<file path="src/rtl/lab2_pkg.sv">
// Shared types and helpers for the lab2 stages: default record layout,
// control-state encoding and a saturating increment.
package lab2_pkg;

  localparam int CNT_W_DEF = 16;
  localparam int REC_W     = 8 + CNT_W_DEF;

  typedef struct packed {
    logic [7:0]           val;
    logic [CNT_W_DEF-1:0] cycles;
  } hold_rec_t;

  typedef enum logic {
    ST_IDLE = 1'b0,
    ST_RUN  = 1'b1
  } ctl_state_t;

  // Increment that sticks at max_v instead of wrapping.
  function automatic logic [31:0] sat_inc(input logic [31:0] v, input logic [31:0] max_v);
    if (v >= max_v) begin
      sat_inc = max_v;
    end else begin
      sat_inc = v + 32'd1;
    end
  endfunction

endpackage

</file>
<file path="src/rtl/lab2_hold_meter_if.sv">
// Valid/ready record stream leaving the hold meter: {held_value, hold_cycles}.
interface lab2_hold_meter_if #(
  parameter int CNT_W = 16
);
  logic               m_valid;
  logic               m_ready;
  logic [8+CNT_W-1:0] m_data;

  modport master (output m_valid, output m_data, input m_ready);
  modport slave  (input m_valid, input m_data, output m_ready);
endinterface

</file>
<file path="src/rtl/lab2_sync_fifo.sv">
// First-word-fall-through synchronous FIFO with a registered head word,
// registered valid/level, and (AW+1)-bit wrapping pointers.
module lab2_sync_fifo #(
  parameter int W     = 24,
  parameter int DEPTH = 8
) (
  input  logic                     clk,
  input  logic                     rst,
  input  logic                     push,
  input  logic                     pop,
  input  logic [W-1:0]             din,
  output logic [W-1:0]             dout,
  output logic                     valid,
  output logic                     full,
  output logic                     empty,
  output logic [$clog2(DEPTH):0]   level
);

  localparam int AW = $clog2(DEPTH);

  logic [W-1:0]  mem_r [DEPTH];
  logic [AW:0]   wr_r;
  logic [AW:0]   rd_r;
  logic [AW:0]   wr_nxt_s;
  logic [AW:0]   rd_nxt_s;
  logic [W-1:0]  dout_r;
  logic          valid_r;
  logic [AW:0]   level_r;
  logic [W-1:0]  head_nxt_s;
  logic          pop_ok_s;
  logic          push_ok_s;

  assign empty = (wr_r == rd_r);
  assign full  = (wr_r[AW] != rd_r[AW]) && (wr_r[AW-1:0] == rd_r[AW-1:0]);
  assign dout  = dout_r;
  assign valid = valid_r;
  assign level = level_r;

  // Next pointers and the word that will sit at the head after this edge.
  always_comb begin
    pop_ok_s  = pop & ~empty;
    push_ok_s = push & (~full | pop_ok_s);
    rd_nxt_s  = rd_r + {{AW{1'b0}}, pop_ok_s};
    wr_nxt_s  = wr_r + {{AW{1'b0}}, push_ok_s};
    // A slot that is not yet written can only become the head via bypass.
    if (rd_nxt_s != wr_r) begin
      head_nxt_s = mem_r[rd_nxt_s[AW-1:0]];
    end else if (push_ok_s) begin
      head_nxt_s = din;
    end else begin
      head_nxt_s = dout_r;
    end
  end

  // Storage array: written only on accepted pushes, contents need no reset.
  always_ff @(posedge clk) begin
    if (push_ok_s) begin
      mem_r[wr_r[AW-1:0]] <= din;
    end
  end

  // Pointers and registered head/valid/level.
  always_ff @(posedge clk or negedge rst) begin
    if (!rst) begin
      wr_r    <= '0;
      rd_r    <= '0;
      dout_r  <= '0;
      valid_r <= 1'b0;
      level_r <= '0;
    end else begin
      wr_r    <= wr_nxt_s;
      rd_r    <= rd_nxt_s;
      dout_r  <= head_nxt_s;
      valid_r <= (wr_nxt_s != rd_nxt_s);
      level_r <= wr_nxt_s - rd_nxt_s;
    end
  end

endmodule

</file>
<file path="src/rtl/lab2_hold_meter.sv">
// Watches the lab2 output bus, and for every value change queues a record of
// the replaced value and how many edges it was held.
module lab2_hold_meter
  import lab2_pkg::*;
#(
  parameter int CNT_W = 16,
  parameter int DEPTH = 8
) (
  input  logic                    clk,
  input  logic                    rst,
  input  logic [7:0]              din,
  lab2_hold_meter_if.master       m,
  output logic [$clog2(DEPTH):0]  level,
  output logic                    ovf
);

  localparam logic [31:0]      CNT_MAX32 = (32'd1 << CNT_W) - 32'd1;
  localparam logic [CNT_W-1:0] CNT_ONE   = {{(CNT_W-1){1'b0}}, 1'b1};

  ctl_state_t          state_r;
  logic [7:0]          din_q_r;
  logic [CNT_W-1:0]    cnt_r;
  logic                ovf_r;
  logic [CNT_W-1:0]    cnt_inc_s;
  logic [31:0]         inc32_s;
  logic                push_s;
  logic                pop_s;
  logic                full_s;
  logic                empty_s;

  assign push_s = (state_r == ST_RUN) && (din != din_q_r);
  assign pop_s  = m.m_ready && !empty_s;
  assign ovf    = ovf_r;

  // Saturating next value of the hold counter.
  always_comb begin
    inc32_s   = sat_inc(32'(cnt_r), CNT_MAX32);
    cnt_inc_s = inc32_s[CNT_W-1:0];
  end

  // Arm on the first edge out of reset, then track runs and drops.
  always_ff @(posedge clk or negedge rst) begin
    if (!rst) begin
      state_r <= ST_IDLE;
      din_q_r <= 8'h00;
      cnt_r   <= '0;
      ovf_r   <= 1'b0;
    end else begin
      case (state_r)
        ST_IDLE: begin
          din_q_r <= din;
          cnt_r   <= CNT_ONE;
          state_r <= ST_RUN;
        end
        ST_RUN: begin
          if (din != din_q_r) begin
            din_q_r <= din;
            cnt_r   <= CNT_ONE;
            // A pop on the same edge frees the slot, so only a stalled full FIFO drops.
            if (full_s && !pop_s) begin
              ovf_r <= 1'b1;
            end
          end else begin
            cnt_r <= cnt_inc_s;
          end
        end
        default: begin
          state_r <= ST_IDLE;
        end
      endcase
    end
  end

  lab2_sync_fifo #(
    .W     (8 + CNT_W),
    .DEPTH (DEPTH)
  ) u_fifo (
    .clk   (clk),
    .rst   (rst),
    .push  (push_s),
    .pop   (m.m_ready),
    .din   ({din_q_r, cnt_r}),
    .dout  (m.m_data),
    .valid (m.m_valid),
    .full  (full_s),
    .empty (empty_s),
    .level (level)
  );

endmodule

</file>
<file path="src/flat_wrapper.sv">
// flat-port wrapper written by rule: the top's interface ports become plain ports
module lab2_hold_meter_flat import lab2_pkg::*;
#(
  parameter int CNT_W = 16,
  parameter int DEPTH = 8
)
  (clk, rst, din, level, ovf, m_m_valid, m_m_data, m_m_ready);
  lab2_hold_meter_if #(.CNT_W(CNT_W)) m_i ();
  input  logic clk;
  input  logic rst;
  input  logic [7:0] din;
  output logic [$clog2(DEPTH):0] level;
  output logic ovf;
  output wire logic [$bits(m_i.m_valid)-1:0] m_m_valid;
  output wire logic [$bits(m_i.m_data)-1:0] m_m_data;
  input wire logic [$bits(m_i.m_ready)-1:0] m_m_ready;
  assign m_m_valid = m_i.m_valid;
  assign m_m_data = m_i.m_data;
  assign m_i.m_ready = m_m_ready;
  lab2_hold_meter #(.CNT_W(CNT_W), .DEPTH(DEPTH)) u_core (.clk(clk), .rst(rst), .din(din), .m(m_i), .level(level), .ovf(ovf));
endmodule
</file>
<file path="config.mk">
export PLATFORM = sky130hd
export DESIGN_NAME = lab2_hold_meter_flat
export DESIGN_NICKNAME = d
export VERILOG_FILES = /design/src/rtl/lab2_pkg.sv /design/src/rtl/lab2_hold_meter_if.sv /design/src/rtl/lab2_sync_fifo.sv /design/src/rtl/lab2_hold_meter.sv /design/src/flat_wrapper.sv
export SDC_FILE = /design/constraint.sdc
export NUM_CORES = 1
export LEC_CHECK = 0
export BUFFER_PORTS_ARGS = -buffer_cell sky130_fd_sc_hd__buf_2
export CAP_MARGIN = 20
export CORE_MARGIN = 4
export CORE_UTILIZATION = 58
export CTS_BUF_LIST = sky130_fd_sc_hd__clkbuf_8
export CTS_CLUSTER_SIZE = 40
export DETAILED_ROUTE_END_ITERATION = 16
export PLACE_DENSITY = 0.79
export SYNTH_ARGS = -nofsm -noshare
export SYNTH_HDL_FRONTEND = slang
export SYNTH_SLANG_ARGS = --single-unit
</file>
<file path="constraint.sdc">
create_clock -name clk -period 4.6 [get_ports clk]
set_clock_uncertainty 0.15 [all_clocks]
set_input_delay 0.23 -clock clk [delete_from_list [all_inputs] [get_ports clk]]
set_output_delay 0.23 -clock clk [all_outputs]
set_load 0.03 [all_outputs]
</file>
## Word level (Yosys, flattened, before mapping)

Memory sizes are Yosys's and may differ from the RTL's.
Cells that the tools add are included.

| word-level totals | value |
|---|---|
| register bits after elaboration | 63 |
| memory bits (writable) | 192 |
| input bits | 11 |
| output and inout bits | 30 |
| logic and storage cells | 45 |
| memories | 1 |

| cells by class | value |
|---|---|
| $add $sub $neg | 4 |
| order comparisons | 1 |
| equality and inequality tests | 7 |
| muxes and demuxes | 9 |
| bitwise gates (word level) | 6 |
| reduce and logical (&&, ||, !) cells | 8 |

Memories:

| name | words | bits a word | read ports | clocked after Yosys merged registers in | wr ports | line | text |
|---|---|---|---|---|---|---|---|
| u_core.u_fifo.mem_r | 8 | 24 | 1 | 0 | 1 | lab2_sync_fifo.sv:21 | `logic [W-1:0] mem_r [DEPTH];` |

Operators with widths:

| kind | count |
|---|---|
| 24-bit two-way mux | 2 |
| 16-bit two-way mux | 2 |
| 16-bit case mux with 2 select lines | 1 |
| 16-bit by 1-bit adder with 16-bit output (second input constant) | 1 |
| 16-bit greater-or-equal comparator (second input constant) | 1 |
| 8-bit case mux with 2 select lines | 1 |
| 4-bit by 1-bit adder with 4-bit output | 2 |
| 8-bit two-way mux | 1 |
| 4-bit != test | 2 |
| 8-bit != test | 1 |
| 4-bit equality test | 1 |
| 1-bit logical AND | 4 |
| 4-bit subtractor | 1 |
| 3-bit equality test | 1 |
| 1-bit NOT | 3 |
| 3-bit AND reduction | 1 |
| 1-bit bitwise AND | 2 |
| 1-bit logical NOT | 2 |
| 1-bit two-way mux | 2 |
| 2-bit != test (second input constant) | 1 |
| 2-bit nonzero test | 1 |
| 1-bit != test | 1 |
| 1-bit OR | 1 |

## Longest topological paths before layout

Gate-level depths: netlist of the first run.

| depth | value |
|---|---|
| depth in word-level cells | 7 |
| mapped depth | 15 |
| mapped depth without buffers | 12 |

## Hierarchy

Synthesis of the first run repeated with hierarchy kept, for this count alone.

| second synthesis, totals | value |
|---|---|
| cell total of the unflattened synthesis | 686 |
| area, all modules | 10963.0 um2 |

By module, submodules not included:

| module | times used | cells each | area an instance (um2) | seq. area each (um2) |
|---|---|---|---|---|
| lab2_sync_fifo | 1 | 569 | 9705.6 | 6691.4 |
| lab2_hold_meter | 1 | 117 | 1257.5 | 650.6 |

## Worst setup path after synthesis of the first run

No wires, ideal clock.

| timing | value |
|---|---|
| path type | flip-flop to flip-flop |
| from | reg u_core.din_q_r[7] |
| to | mem u_core.u_fifo.mem_r[4][0], enable pin |
| setup time | 0.475 ns |
| data arrival time | 4.029 ns |
| data required time | 3.975 ns |
| slack | -0.053 ns |
| cell stages (with the launch flop) | 8 |
| path buffers | 2 |
| clock period less this slack | 4.653 ns |
| path through | dfrtp_1 xnor2_1 nand4_1 o21ai_1 or2_2 clkbuf_1 buf_2 nor4b_1 |

| between the ends | value |
|---|---|
| longest elaborated chain between the ends | 5 |

Ends and longest elaborated chain:

| element | line | text |
|---|---|---|
| start: declaration | lab2_hold_meter.sv:21 | `logic [7:0] din_q_r;` |
| start signal: assignment | lab2_hold_meter.sv:51 | `din_q_r <= din;` |
| start signal: assignment | lab2_hold_meter.sv:57 | `din_q_r <= din;` |
| 8-bit != test | lab2_hold_meter.sv:31 | `assign push_s = (state_r == ST_RUN) && (din != din_q_r);` |
| 1-bit logical AND | lab2_hold_meter.sv:31 |  |
| 1-bit bitwise AND | lab2_sync_fifo.sv:42 | `push_ok_s = push & (~full \| pop_ok_s);` |
| 1-bit two-way mux | lab2_sync_fifo.sv:57 | `if (push_ok_s) begin` |
| 1-bit two-way mux (implied by the code) | lab2_sync_fifo.sv:58 | `mem_r[wr_r[AW-1:0]] <= din;` |
| end: declaration | lab2_sync_fifo.sv:21 |  |

No other way between the ends.

## Final worst setup path of the first run

| timing | value |
|---|---|
| from | reg u_core.u_fifo.wr_r[2] |
| to | reg u_core.u_fifo.dout_r[15], in the netlist u_core.u_fifo.dout[15] |

| between the ends | value |
|---|---|
| longest elaborated chain between the ends | 6 |
| elaborated cells on any way between the ends | 13 |
| classes of those cells | 1 x add/sub; 3 x eq/ne; 1 x mux; 5 x bitwise; 2 x reduce/logical; 1 x memory |

Ends and longest elaborated chain:

| element | line | text |
|---|---|---|
| start: declaration | lab2_sync_fifo.sv:22 | `logic [AW:0] wr_r;` |
| start signal: assignment | lab2_sync_fifo.sv:71 | `wr_r <= wr_nxt_s;` |
| 4-bit equality test * | lab2_sync_fifo.sv:33 | `assign empty = (wr_r == rd_r);` |
| 1-bit NOT * | lab2_sync_fifo.sv:41 | `pop_ok_s = pop & ~empty;` |
| 1-bit bitwise AND * | lab2_sync_fifo.sv:41 |  |
| 4-bit by 1-bit adder with 4-bit output * | lab2_sync_fifo.sv:43 | `rd_nxt_s = rd_r + {{AW{1'b0}}, pop_ok_s};` |
| via u_core.u_fifo.rd_nxt_s[1] | lab2_sync_fifo.sv:25 | `logic [AW:0] rd_nxt_s;` |
| memory 8 x 24 bit / 4-bit != test (equally long branches) | n/a |  |
| 24-bit two-way mux / 2-bit nonzero test (equally long branches) | n/a |  |
| end signal: assignment | lab2_sync_fifo.sv:73 | `dout_r <= head_nxt_s;` |
| end: declaration | lab2_sync_fifo.sv:26 | `logic [W-1:0] dout_r;` |

Mark *: on every way through the listed nets, which the timed path passes. The rest lies on a longest branch.
A chain may end at the register's enable or synchronous reset.

==> metrics.txt, run 1 <==
num rows 48; drt initial violations 727; Post-CTS Setup Repair Bufs 0; Area Growth Syn to Fin 13.6%; GPL Wtd Cong 0.815; Synth Register Bits ~260; Period minus WS final 3790 ps; grt ovf 0; TritonCTS Buffers 41; Max Cap Violations 0; clock power share between 20 and 25%; antenna violations before repair 0; crit-path max FO 32; measured slew at the worst slew-check pin roughly 810 ps; H-tree levels 2; dpl hpwl approximately 13 mm; Distinct cells, synth 47; Fin. Hold Viols 0; Die H 142 um; setup_tns 0 ps; main flop type after synthesis edfxtp_1; number of diodes 0; pwr dens 736 mW/mm^2; Synth async-reset ratio 24.7%; top cell type's share of synthesized area 55.6%; status finished clean; CP arrival 4110 ps; DRC viols 0; drt pass-1 iters 6; total die area approximately 0.02 mm^2; Avg Inst Size Synth 17.0 um^2; Via density 6.41; CP endpoint kind flop; drt wl/cell 24.9 um; Max Slew Vio Count 0; vias in the first global route 6236; Synth Warn # 0; Synthesized Nets 631; IO buf count 40; DRT antenna net count 0; vias post-DR 5998; CTS Root Buffer Type clkbuf_8; total power roughly 8.7 mW; Core Region roughly 0.017 mm^2; sequential area share after synthesis 70.8%; CTS clk-pin slew, worst paths 60 ps; Synth top cells by count 192 x edfxtp_1, 63 x dfrtp_1, 51 x nand2_1; synthesized cell area between 0.01 and 0.015 mm^2; initial core utilization between 50% and 60%; Setup crit start kind flop; worst hold path type in2async; sequential power share 36.8%; Syn Inst Count ~600; largest net degree at the start of global routing 38; GRT Overall Usage a little under a quarter; share of layout cells above drive strength 1 26.6%; Max Fclk ~0.26 GHz; RSZ-0062 raised after global routing false; I/O Pins 41; Final setup viols 0; Post-Route WL 23.2 mm; Net Sw Power 3.16 mW; CTS tree built; Worst slew margin 45.8%; Sink Count 255; most frequent cell after synthesis edfxtp_1; Fin Hold WS 178 ps; pre-CTS WS roughly 860 ps; CTS Buffer Depth 3; CTS resizes 0; Synth area leader edfxtp_1; Die Wd 142 um; Logic pwr share between 40% and 50%; Final Cell Area ~0.012 mm^2; switching share of power 36.4%; ranking of synthesized cells by area edfxtp_1 56%, dfrtp_1 15%, mux4_2 10%; worst-skew pair later-pin latency between 500 and 600 ps; Tcrit/Tclk final between 80% and 90%; placed cell area approximately 0.011 mm^2; Internal Pwr Total 5.52 mW; final worst setup slack ~800 ps; Max VDD drop approximately 0.74 mV; number of synthesized flops with an enable pin 192; # nets final 697; Crit Path Class reg2reg; Leakage Power 4.07 nW; first-pass GRT wire length between 30 and 40 mm; Worst EP required 4920 ps
==> through the flow <==
step | utilization [%] | cells
finish | 67.7 | 935
global route | 67.7 | 935
CTS | 67.7 | 935
detailed placement | 62.6 | 850
global placement | 62.6 | 850
floorplan | - | 611
==> cell type report <==
type / count / area (um^2)
Clock buffer: 45 / 619
Clock inverter: 31 / 180
Fill cell: 1170 / 5630
Inverter: 19 / 71.3
Multi-Input combinational cell: 289 / 2830
Sequential cell: 255 / 7340
Tap cell: 225 / 282
Timing Repair Buffer: 71 / 468
==> registers in the layout, indices dropped and copies added, names as in the netlist, 4 cells and up <==
| signal | flops |
|---|---|
| u_core.u_fifo.dout | 24 |
| u_core.u_fifo.wr_r | 4 |
| u_core.cnt_r | 16 |
| u_core.u_fifo.level | 4 |
| u_core.din_q_r | 8 |
| u_core.u_fifo.mem_r | 192 |
| u_core.u_fifo.rd_r | 4 |
==> power groups by stage <==
stage | clock [mW] | combinational, mW | sequential, mW
after floorplan | 0 | 2.44 | 3.41
after global placement | 0 | 3.51 | 3.21
after detailed placement | 0 | 3.63 | 3.23
after CTS | 1.90 | 3.64 | 3.19
after global routing | 2.02 | 3.87 | 3.23
final | 1.86 | 3.63 | 3.19
==> path summary, 6_finish.rpt <==
kind	start	end	slack (ps)	depth (start not counted)
max	u_core.u_fifo.wr_r[2]	u_core.u_fifo.dout[15]	810	11
min in group clk	m_m_ready	u_core.ovf	180	5
min	rst	u_core.u_fifo.wr_r[3]	180	2
max in group asynchronous	rst	u_core.u_fifo.dout[14]	3150	3
max reg2reg	u_core.u_fifo.wr_r[2]	u_core.u_fifo.dout[15]	810	11
min reg2reg	u_core.ovf	u_core.ovf	340	1
==> repair_timing <==
| action | CTS | global route |
|---|---|---|
| setup endpoints to repair | 0 | 0 |
| hold buffers | 9 | 0 |
| hold endpoints to repair | 38 | 0 |
==> routing by layer <==
| layer | global-route usage [%] | wire, um |
|---|---|---|
| met1 | 33.4 | 8890 |
| met5 | 0 | 0 |
| met3 | 4.18 | 1990 |
| met4 | 8.64 | 758 |
| met2 | 38.7 | 11600 |
==> kinds of logic (layout without fill, tap and decap cells) <==
| family | after synthesis | after routing | share of synthesized area [%] |
|---|---|---|---|
| other | 1 | 1 | 0.0361 |
| multiplexers | 49 | 49 | 10.5 |
| buffers and inverters | 67 | 166 | 2.75 |
| AO/OA/AOI/OAI | 75 | 75 | 5.50 |
| flip-flops | 255 | 255 | 70.8 |
| XOR/XNOR | 35 | 35 | 3.10 |
| AND/OR/NAND/NOR | 120 | 120 | 6.19 |
| adder cells (fa/ha/maj) | 9 | 9 | 1.16 |
==> cells in the final DEF, fill, tap and decap left out, types with 8 or more instances in the layout <==
cell / Yosys / routed
buf_4: 0 / 21
nand3_1: 10 / 10
inv_1: 19 / 33
xnor2_1: 28 / 28
dfrtp_1: 63 / 63
nand2_1: 51 / 51
buf_2: 14 / 40
o311ai_0: 9 / 9
nor2_1: 11 / 11
a21oi_1: 14 / 14
o211ai_1: 9 / 9
edfxtp_1: 192 / 192
o22ai_1: 9 / 9
clkinv_1: 0 / 8
o22a_1: 9 / 9
clkbuf_8: 0 / 45
dlygate4sd3_1: 0 / 9
mux4_2: 48 / 48
nor4b_1: 14 / 10
==> critical path, stage by stage, from the launching register on <==
cell and delay, ps:
dfrtp_1 670, xnor2_1 180, nand3_1 160, o21a_1 240, ha_4 160, ha_2 610
xnor2_1 170, nand2_1 150, or3_1 380, buf_4 270, nor4b_1 390, a311o_2 180
(Power assumes the default switching activity.)
==> run 2: changes to the inputs <==
Settings changed: ABC_AREA set to 1, PLACE_DENSITY 0.79 to 0.78.
Clock period 4.6 ns to 3.05 ns, I/O delays scaled along.
==> metrics.txt, run 2 <==
drt wl/cell 18.5 um (was 24.9 um); Syn Inst Count 1088 (was 611); Distinct cells, synth 36 (was 47); Avg Inst Size Synth 10.2 um^2 (was 17.0 um^2); sequential area share after synthesis 66.2% (was 70.8%); number of synthesized flops with an enable pin 192 (unchanged); Sink Count 255 (unchanged); Die H 146 um (was 142 um); Synth top cells by count 359 x nand2_1, 192 x edfxtp_1, 117 x nor2_1 (was 192 x edfxtp_1, 63 x dfrtp_1, 51 x nand2_1); CTS Root Buffer Type clkbuf_8 (unchanged); dpl hpwl 15.1 mm (was 12.7 mm); RR Startpoint u_core.din_q_r[5] (was u_core.u_fifo.wr_r[2]); most frequent cell after synthesis nand2_1 (was edfxtp_1); number of diodes 0 (unchanged); ranking of synthesized cells by area edfxtp_1 52%, dfrtp_1 14%, nand2_1 12% (was edfxtp_1 56%, dfrtp_1 15%, mux4_2 10%); antenna violations before repair 0 (unchanged); Area Growth Syn to Fin 13.9% (was 13.6%); vias post-DR 7990 (was 5998); Via density 5.64 (was 6.41); Synth async-reset ratio 24.7% (unchanged); pwr dens 1120 mW/mm^2 (was 736 mW/mm^2); TritonCTS Buffers 41 (unchanged); r2r worst-path depth 10 (was 11); largest net degree at the start of global routing 83 (was 38); drt pass-1 iters 5 (was 6); Max VDD drop 0.654 mV (was 0.743 mV); initial core utilization 59.1% (was 59.6%); Metal-1 WL 10.2 mm (was 8.89 mm); CTS tree built (unchanged); IO buf count 40 (unchanged); Post-CTS Setup Repair Bufs 0 (unchanged); synthesized cell area 0.0111 mm^2 (was 0.0104 mm^2); max reg flops 192 (unchanged); Fin Hold WS 85.6 ps (was 178 ps); top sig layer met4 (unchanged); worst hold path type in2async (unchanged); measured slew at the worst slew-check pin 1000 ps (was 813 ps); Fin. Hold Viols 0 (unchanged); H-tree levels 2 (unchanged); top cell type's share of synthesized area 52.0% (was 55.6%); num rows 50 (was 48); crit-path max FO 16 (was 32); final worst setup slack 206 ps (was 810 ps); GPL Wtd Cong 0.851 (was 0.815); Synth area leader edfxtp_1 (unchanged); main flop type after synthesis edfxtp_1 (unchanged); pre-CTS WS 236 ps (was 862 ps); Final setup viols 0 (unchanged); Die Wd 146 um (was 142 um); Worst EP required 3140 ps (was 4920 ps); Post-Route WL 26.2 mm (was 23.2 mm); grt ovf 0 (unchanged); crit path from u_core.din_q_r[5] (was u_core.u_fifo.wr_r[2]); vias in the first global route 8046 (was 6236); DRT antenna net count 0 (unchanged); status finished clean (unchanged); worst-skew pair later-pin latency 540 ps (was 530 ps); Crit Path Class reg2reg (unchanged); CTS clk-pin slew, worst paths 60 ps (about the same); fin cells 1417 (was 935); Leakage Power 5.22 nW (was 4.07 nW); commonest non-fill, non-tap cell in the layout nand2_1 (was edfxtp_1); Layout fillers 1350 (was 1170); I/O Pins 41 (unchanged); CTS Buffer Depth 3 (unchanged); Synth Register Bits 255 (unchanged); Max Cap Violations 0 (unchanged); Synth Warn # 0 (unchanged); GRT Overall Usage 24.7% (was 24.0%); DRC viols 0 (unchanged); routed length on met3 2.07 mm (was 1.99 mm); CP endpoint kind flop (unchanged); Max Slew Vio Count 0 (unchanged); Core Region 0.0188 mm^2 (was 0.0174 mm^2); total die area 0.0214 mm^2 (was 0.0201 mm^2); Max Fclk 0.352 GHz (was 0.264 GHz); # nets final 1170 (was 697); first-pass GRT wire length 41.7 mm (was 36.4 mm); CP arrival 2930 ps (was 4110 ps); Period minus WS final 2840 ps (was 3790 ps); reg2reg setup slack 210 ps (was 810 ps); Synthesized Nets 1108 (was 631); Reg-to-Reg End u_core.u_fifo.mem_r[0][11] (was u_core.u_fifo.dout[15]); Inst Count DP 1331 (was 850); share of layout cells above drive strength 1 13.1% (was 26.6%); drt initial violations 701 (was 727); DR WL met2 13.2 mm (was 11.6 mm); Worst slew margin 32.9% (was 45.8%); Tcrit/Tclk final 93.3% (was 82.4%); Setup crit start kind flop (unchanged); most frequent cells in the layout 359 x nand2_1, 192 x edfxtp_1, 117 x nor2_1 (was 192 x edfxtp_1, 63 x dfrtp_1, 51 x nand2_1)
run 2: cell types whose count changed after synthesis, sizes merged, moves of 14 or more:
| cell | before | now |
|---|---|---|
| nand3 | 10 | 40 |
| mux4 | 48 | 0 |
| nor4b | 14 | 0 |
| xnor2 | 29 | 10 |
| nand4 | 6 | 26 |
| buf | 17 | 39 |
| inv | 19 | 58 |
| nand2 | 51 | 364 |
| nor2 | 11 | 118 |
| o21ai | 1 | 98 |
run 2: kinds of logic after synthesis:
| family | Yosys count | synth area share [%] |
|---|---|---|
| flops | 255 | 66.2 |
| fa+ha+maj | 9 | 1.08 |
| xor+xnor | 24 | 1.89 |
| other cells | 1 | 0.0338 |
| simple gates | 563 | 20.8 |
| buf+inv | 121 | 4.77 |
| compound gates | 115 | 5.31 |
run 2: critical path: stages, from the launching register on:
cell and delay (ps):
dfrtp_1 530, inv_1 100, nand2_1 70, nand2_1 60, nand2_1 60, nor2_1 70
nand2_1 120, nand3_2 110, buf_4 230, nor3_2 770, buf_12 260
run 2: cell type report:
cell class | count | area, um^2 | area share, %
Clock buffer | 52 | 716 | 5.66
Clock inverter | 24 | 125 | 0.990
Inverter | 59 | 225 | 1.78
Multi-Input combinational cell | 712 | 3280 | 26.0
Sequential cell | 255 | 7340 | 58.1
Tap cell | 234 | 293 | 2.32
Timing Repair Buffer | 81 | 662 | 5.23
run 2: layer usage:
metal  up-vias  GRT usage, %
li1       3737             -
met1      3821          31.3
met3        71          4.93
met4         0          9.60
met5         -             0
met2       361          42.2
run 2: what timing repair did:
action                     CTS  global route
hold buffers                10             0
setup endpoints to repair    0             4
hold endpoints to repair    37             0
resized for setup            0             1
run 2: report_power, final:
group | switching, mW | internal [mW] | total, mW
Combinational | 4.51 | 1.99 | 6.50
Sequential | 0.302 | 4.46 | 4.77
Clock | 1.33 | 1.62 | 2.95
run 2: stage by stage:
step           area, um^2  utilization (%)  TNS (ps)  power, mW
6_report            12600             67.4         0       14.2
5_1_grt             12600             67.4     -21.5       15.3
4_1_cts             12600             67.4         0       14.2
3_5_place_dp        11700             62.3         0       11.2
3_3_place_gp        11700             62.3         0       11.1
2_1_floorplan       11100                -    -67190       9.32
run 2: worst max path at each step:
stage	to	slack [ps]	cells after the start
floorplan	u_core.u_fifo.mem_r[6][0]	-350	9
global placement	u_core.u_fifo.dout[10]	270	14
detailed placement	u_core.u_fifo.dout[9]	240	14
CTS	u_core.u_fifo.dout[10]	190	14
global route	u_core.u_fifo.dout[19]	-20	16
finish	u_core.u_fifo.mem_r[0][11]	210	10
